**config.mk**
```make
export PLATFORM = sky130hd
export DESIGN_NAME = delay_tap_ctrl
export DESIGN_NICKNAME = d
export VERILOG_FILES = /design/src/rtl/delay_tap_ctrl.sv
export SDC_FILE = /design/constraint.sdc
export NUM_CORES = 1
export LEC_CHECK = 0
export ABC_CLOCK_PERIOD_IN_PS = 3500
export CAP_MARGIN = 15
export CORE_ASPECT_RATIO = 1.2
export CORE_MARGIN = 2
export CORE_UTILIZATION = 38
export DETAILED_ROUTE_END_ITERATION = 8
export HOLD_SLACK_MARGIN = 0.06
export PLACE_DENSITY = 0.67
export SLEW_MARGIN = 30
export SYNTH_ARGS = -nofsm -noshare
export SYNTH_HDL_FRONTEND = slang
export SYNTH_SLANG_ARGS = --single-unit
export TNS_END_PERCENT = 1
```
**constraint.sdc**
```tcl
create_clock -name i_clk -period 3.5 [get_ports i_clk]
set_clock_uncertainty 0.1 [all_clocks]
set_input_delay 0.525 -clock i_clk [delete_from_list [all_inputs] [get_ports i_clk]]
set_output_delay 0.525 -clock i_clk [all_outputs]
set_load 0.02 [all_outputs]
```
**src/rtl/delay_tap_ctrl.sv**
```systemverilog
// rtl/delay_tap_ctrl.sv - run-time tap controller for a VAR_LOAD IDELAYE2/ODELAYE2
//
// Purpose:
//   Waits for the delay controller's RDY (after a 2-flop synchronizer) and then
//   loads the current tap into the primitive. It then accepts target tap requests
//   over a valid/ready handshake. Each move is one tap at a time, so live data
//   only ever sees single-tap steps. After every load or move it checks the
//   primitive's CNTVALUEOUT against the tap it expects.
//
// Ports:
//   i_clk           system clock (also the primitive's C pin)
//   i_rst           synchronous active-high reset
//   i_delay_rdy     RDY from idelayctrl, asynchronous to i_clk
//   i_tap_in        requested target tap, sampled only on acceptance
//   i_tap_valid     request valid
//   o_tap_ready     controller can accept a request (IDLE)
//   i_cnt_out       CNTVALUEOUT from the primitive
//   o_dly_ld        LD to the primitive
//   o_dly_ce        CE to the primitive
//   o_dly_inc       INC to the primitive (holds while CE is low)
//   o_dly_cntvalue  CNTVALUEIN to the primitive (always equals o_tap)
//   o_tap           tap the controller believes is applied
//   o_busy          controller is not in IDLE
//   o_error         sticky verify mismatch / RDY loss, cleared by an accepted request

module delay_tap_ctrl #(
  parameter int INIT_TAP    = 0,
  parameter int STEP_GAP    = 4,
  parameter int CHECK_DELAY = 2
) (
  input  logic       i_clk,
  input  logic       i_rst,
  input  logic       i_delay_rdy,
  input  logic [4:0] i_tap_in,
  input  logic       i_tap_valid,
  output logic       o_tap_ready,
  input  logic [4:0] i_cnt_out,
  output logic       o_dly_ld,
  output logic       o_dly_ce,
  output logic       o_dly_inc,
  output logic [4:0] o_dly_cntvalue,
  output logic [4:0] o_tap,
  output logic       o_busy,
  output logic       o_error
);

  typedef enum logic [2:0] {
    S_WAIT_RDY,
    S_LOAD,
    S_IDLE,
    S_STEP,
    S_GAP,
    S_CHECK
  } state_t;

  localparam logic [4:0] TAP_RST   = 5'(INIT_TAP);
  localparam logic [7:0] GAP_LAST  = 8'(STEP_GAP - 1);
  localparam logic [7:0] CHK_LAST  = 8'(CHECK_DELAY);

  state_t     r_state;
  logic       r_rdy_meta;
  logic       r_rdy_s;
  logic [7:0] r_cnt;
  logic [4:0] r_tap;
  logic [4:0] r_target;
  logic       r_ld;
  logic       r_ce;
  logic       r_inc;
  logic       r_ready;
  logic       r_busy;
  logic       r_error;

  state_t     w_state_nxt;
  logic [7:0] w_cnt_nxt;
  logic [4:0] w_tap_nxt;
  logic [4:0] w_target_nxt;
  logic       w_inc_nxt;
  logic       w_error_nxt;

  // RDY crosses from the idelayctrl domain
  always_ff @(posedge i_clk) begin
    if (i_rst) begin
      r_rdy_meta <= 1'b0;
      r_rdy_s    <= 1'b0;
    end else begin
      r_rdy_meta <= i_delay_rdy;
      r_rdy_s    <= r_rdy_meta;
    end
  end

  always_ff @(posedge i_clk) begin
    if (i_rst) begin
      r_state  <= S_WAIT_RDY;
      r_cnt    <= '0;
      r_tap    <= TAP_RST;
      r_target <= TAP_RST;
      r_ld     <= 1'b0;
      r_ce     <= 1'b0;
      r_inc    <= 1'b0;
      r_ready  <= 1'b0;
      r_busy   <= 1'b1;
      r_error  <= 1'b0;
    end else begin
      r_state  <= w_state_nxt;
      r_cnt    <= w_cnt_nxt;
      r_tap    <= w_tap_nxt;
      r_target <= w_target_nxt;
      r_ld     <= (w_state_nxt == S_LOAD);
      r_ce     <= (w_state_nxt == S_STEP);
      r_inc    <= w_inc_nxt;
      r_ready  <= (w_state_nxt == S_IDLE);
      r_busy   <= (w_state_nxt != S_IDLE);
      r_error  <= w_error_nxt;
    end
  end

  always_comb begin
    w_state_nxt  = r_state;
    w_cnt_nxt    = r_cnt;
    w_tap_nxt    = r_tap;
    w_target_nxt = r_target;
    w_inc_nxt    = r_inc;
    w_error_nxt  = r_error;

    // The CE pulse of a STEP cycle is seen by the primitive on the edge that
    // ends it, so the tap follows even if that same edge aborts on RDY loss.
    if (r_state == S_STEP) begin
      w_tap_nxt = r_inc ? (r_tap + 5'd1) : (r_tap - 5'd1);
    end

    case (r_state)
      S_WAIT_RDY: begin
        if (r_rdy_s) begin
          w_state_nxt = S_LOAD;
        end
      end
      S_LOAD: begin
        w_state_nxt = S_CHECK;
        w_cnt_nxt   = '0;
      end
      S_IDLE: begin
        if (i_tap_valid) begin
          w_target_nxt = i_tap_in;
          w_error_nxt  = 1'b0;
          w_cnt_nxt    = '0;
          w_state_nxt  = (i_tap_in == r_tap) ? S_CHECK : S_STEP;
        end
      end
      S_STEP: begin
        w_state_nxt = S_GAP;
        w_cnt_nxt   = '0;
      end
      S_GAP: begin
        if (r_cnt == GAP_LAST) begin
          w_cnt_nxt   = '0;
          w_state_nxt = (r_tap == r_target) ? S_CHECK : S_STEP;
        end else begin
          w_cnt_nxt = r_cnt + 8'd1;
        end
      end
      S_CHECK: begin
        if (r_cnt == CHK_LAST) begin
          if (i_cnt_out != r_tap) begin
            w_error_nxt = 1'b1;
          end
          w_state_nxt = S_IDLE;
        end else begin
          w_cnt_nxt = r_cnt + 8'd1;
        end
      end
      default: begin
        w_state_nxt = S_WAIT_RDY;
      end
    endcase

    // Losing lock beats everything, including a request on the same cycle
    if ((r_state != S_WAIT_RDY) && !r_rdy_s) begin
      w_state_nxt  = S_WAIT_RDY;
      w_target_nxt = r_target;
      w_error_nxt  = 1'b1;
      w_cnt_nxt    = '0;
    end

    // INC is only refreshed with a new CE pulse; direction comes from the
    // target and tap that will be current during that STEP cycle.
    if (w_state_nxt == S_STEP) begin
      w_inc_nxt = (w_target_nxt > w_tap_nxt);
    end
  end

  assign o_tap_ready    = r_ready;
  assign o_dly_ld       = r_ld;
  assign o_dly_ce       = r_ce;
  assign o_dly_inc      = r_inc;
  assign o_dly_cntvalue = r_tap;
  assign o_tap          = r_tap;
  assign o_busy         = r_busy;
  assign o_error        = r_error;

endmodule

```
# --- Yosys cells after proc, flatten, opt, wreduce, memory -nomap -nowiden ---
# Index checks and enable logic that the tools add are counted.
op_classes:
  n_eq_ne: 19
  n_div: 0
  multipliers: 0
  n_mux: 22
  bitwise_logic: 0
  n_shift: 0
  n_lt_le_gt_ge: 1
  add_sub_neg: 3
  reduce_logical: 10
op_table:
  columns: ["cell", "n"]
  rows:
  - ["one-hot mux 8 bit (4 select lines)", 1]
  - ["2-to-1 mux 5 bit", 5]
  - ["2-to-1 mux 8 bit", 3]
  - ["2-to-1 mux 3 bit", 7]
  - ["one-hot mux 3 bit (6 select lines)", 1]
  - ["equality test 8 x 2 -> 1 bit (second input constant)", 2]
  - ["equality test 3 x 2 -> 1 bit (second input constant)", 4]
  - ["equality test 5 bit", 2]
  - ["inequality test 3 bit (second input constant)", 3]
  - ["adder 8 x 1 -> 8 bit (second input constant)", 1]
  - ["equality test 3 x 1 -> 1 bit (second input constant)", 2]
  - ["equality test 3 bit (second input constant)", 2]
  - ["nonzero test 3 bit", 2]
  - ["adder 5 x 1 -> 5 bit (second input constant)", 1]
  - ["> comparator 5 bit", 1]
  - ["inequality test 5 bit", 1]
  - ["subtractor 5 x 1 -> 5 bit (second input constant)", 1]
  - ["2-to-1 mux 1 bit", 4]
  - ["inequality test 2 bit (second input constant)", 2]
  - ["AND reduction 4 bit", 1]
  - ["nonzero test 4 bit", 1]
  - ["OR reduction 2 bit", 2]
  - ["zero test 3 bit", 1]
  - ["inequality test 3 x 2 -> 1 bit (second input constant)", 1]
  - ["4 further kinds", 4]
word_totals:
  mem_bits_ro: 0
  mem_bits_rw: 0
  register_bits: 29
  memories: 0
  output_inout_bits: 16
  latchBits: 0

# --- Depth between registers and ports, before layout ---
logic_depth:
  ltp_word: 6
  depth_mapped: 14
  mapped_depth_nobuf: 13

# --- Worst setup path after synthesis ---
# OpenSTA, ideal clock, no wires.
synth_path:
  path_type: "register -> register"
  start: "register r_inc, in the netlist o_dly_inc"
  end: "register r_inc, in the netlist o_dly_inc"
  slack_ps: 774
  stages_incl_launch_ff: 13
  arrival_time_ps: 2500
  setup_time_ps: 126
  cell_sequence: "dfxtp_1 > inv_1 > ha_1 > nor2b_1 > o21a_1 > or3_1 > a21oi_1 > xnor2_1 > ha_1 > o22ai_1 > a21oi_1 > mux2i_1 > nor2_1"
synth_between:
  elab_chain_len: 3
synth_rtl:
  columns: ["element", "line", "text"]
  rows:
  - ["start: declaration", "68", "logic r_inc;"]
  - ["start signal: assignment", "110", "r_inc <= w_inc_nxt;"]
  - ["2-to-1 mux 5 bit", "128", "w_tap_nxt = r_inc ? (r_tap + 5'd1) : (r_tap - 5'd1);"]
  - ["2-to-1 mux 5 bit", "127", "if (r_state == S_STEP) begin"]
  - ["> comparator 5 bit", "187", "w_inc_nxt = (w_target_nxt > w_tap_nxt);"]
# No other way between the ends.
# A chain may end at the register's enable or synchronous reset.

# --- Worst setup path in the final report ---
# Ends and elaborated chain as after synthesis.

==> metrics.txt <==
Max Clock Freq=approximately 0.36 GHz; Final min period=approximately 2.8 ns; WL met2=1.93 mm; Period Utilization, post-route=80.4%; Lkg Pwr=roughly 0.86 nW; Distinct cells, synth=52; Mapped Cells=213; Met1 Routed Length=1.76 mm; first-pass GRT wire length=roughly 6.6 mm; vias per cell=5.44; total number of vias=1,610; CTS tree=built; Synth Area per Inst=a little under 9 um^2; PwrDens=around 330 nW/um^2; # rows=27; drt pass-1 iters=4; die height=approximately 80 um; Top Layer Used=met4; outcome=finished, final reports clean; Required @ worst endpoint=3.56 ns; Final Hold Viols=0; largest net degree at the start of global routing=17; Final WS setup=0.685 ns; cts repair resizes=0; Clk Latency, worst-skew pair=0.29 ns; synthesized area=~1800 um^2; total I/O pin count=30; cell count of the worst reg-to-reg path=12; CTS H-tree depth=2; Setup CP Type=reg -> reg; met3 wire len=165 um; DRC viols=0; Worst Hold Class=reg -> reg; Nets=262; EDFF count, synth=0; vias in the first global route=between 1,000 and 1,500; Total Wirelength=3.95 mm; Slew headroom=between 60% and 70%; clock root buffer=clkbuf_8; startpoint types=flip-flop; Synth async-reset ratio=0%; initial antenna violation count=0; Congestion Overflow GR=0; wire length per cell=13.3 um; number of setup buffers added after CTS=0; setup TNS=0 ns; post-DP HPWL=~3.0 mm; Setup crit end kind=flip-flop; CTS buffer count=5; actual slew at the worst max-slew pin=0.562 ns; commonest non-fill, non-tap cells in the layout=clkdlybuf4s50_1 (29), dfxtp_1 (29), nor2_1 (22); DR iter-0 viols=66; layout cell share with drive strength beyond 1=a little over a tenth; RSZ-0062 raised after global routing=false; peak fanout along the critical path=6; cts hold-fix bufs=0; hold path depth=1; GR Util All Layers=16.4%; Seq cells post-synth=29; Final setup viols=0; Buffers on Ports=29; Bufs on Longest Clock Path=2; Synth Flop Type=dfxtp_1; Synthesis Warnings=0; CP arrival=2.88 ns; fillers=455; CTS Sinks=29; die area=5430 um^2; peak supply drop=0.138 mV; Worst R2R Setup Slack=0.69 ns; Worst-path clk slew=0.06 ns; die width=67.6 um; Initial Util=39.9%; gpl congestion=0.794; area grow syn2layout=19.1%; antenna viol nets, final=0; ANT cells=0; Final Max Slew Viols=0; Syn Nets=about 240; Post-Place Setup Slack=0.484 ns; max cap viols=0; sequential cell area fraction in the yosys report=31.5%; area of the core=~4600 um^2
==> cell type report <==
| class | instances | area [um^2] | area share [%] |
|---|---|---|---|
| Tap cell | 58 | 72.6 | 3.30 |
| Clock inverter | 3 | 17.5 | 0.797 |
| Timing Repair Buffer | 30 | 298 | 13.6 |
| Clock buffer | 5 | 68.8 | 3.13 |
| Sequential cell | 29 | 581 | 26.4 |
| Inverter | 7 | 26.3 | 1.20 |
| Multi-Input combinational cell | 164 | 1130 | 51.6 |
==> sequential cells by signal (all words and copies together) (netlist names), 3 cells and up <==
| signal | count |
|---|---|
| r_state | 3 |
| r_target | 5 |
| o_dly_cntvalue | 5 |
| r_cnt | 8 |
==> final timing paths <==
kind | start | to
setup / recovery | o_dly_inc | o_dly_inc
hold / removal | r_rdy_meta | r_rdy_s
setup reg to reg | o_dly_inc | o_dly_inc
hold reg to reg | r_rdy_meta | r_rdy_s
==> kinds of logic after synthesis <==
kind of cell               count (synthesis)  synth area share (%)
AOI/OAI and AO/OA                         49                  16.1
and+or+nand+nor                           80                  25.4
xor gates and xnor gates                  18                  8.54
adders and majority gates                 11                  7.86
DFF                                       29                  31.5
buffers and inverters                     20                  7.12
muxes                                      6                  3.53
==> Yosys cell counts, drive strengths merged (3+ instances only) <==
cell type | number | area share (%)
xor2 | 7 | 3.3
nor2b | 11 | 3.7
a21oi | 19 | 5.2
a31oi | 3 | 1.0
inv | 7 | 1.4
and2 | 3 | 1.0
and3 | 6 | 2.2
ha | 10 | 6.8
nand2 | 7 | 1.4
nor2 | 23 | 4.8
dfxtp | 29 | 31
buf | 11 | 4.7
nand3b | 5 | 2.0
o21ai | 13 | 3.7
nand3 | 6 | 1.6
mux2 | 4 | 2.4
nor3 | 6 | 1.9
xnor2 | 11 | 5.2
==> metal layers <==
layer,up-vias,track usage [%]
li1,799,-
met2,39,26.8
met4,0,8.78
met3,10,3.92
met1,762,19.5
met5,-,0
==> critical path, stage by stage (launching register included) <==
cell and delay (ns):
dfxtp_1 0.44, inv_1 0.12, ha_1 0.33, nor2b_1 0.15, o21a_1 0.17, or3_1 0.30, a21oi_1 0.20, xnor2_1 0.18
ha_1 0.28, o22ai_1 0.17, a21oi_1 0.06, mux2i_1 0.13, nor2_1 0.05
==> report_power, final <==
part            total, W  internal (W)  leakage (nW)  switching, W
clock network   0.000272      0.000137        0.0439      0.000135
logic          0.0000982     0.0000440         0.578     0.0000542
registers       0.000349      0.000337         0.234     0.0000119
==> stage by stage <==
step / instances / total power [W] / utilization, % / hold slack, ns / cell area [um^2]
after floorplan: 213 / 0.000424 / - / 0.314 / 1850
after global placement: 288 / 0.000454 / 45.6 / 0.322 / 2110
after detailed placement: 288 / 0.000454 / 45.6 / 0.330 / 2110
after CTS: 296 / 0.000723 / 47.5 / 0.346 / 2200
after global routing: 296 / 0.000752 / 47.5 / 0.385 / 2200
final: 296 / 0.000719 / 47.5 / 0.339 / 2200
Power figures use the tool's default switching activity.
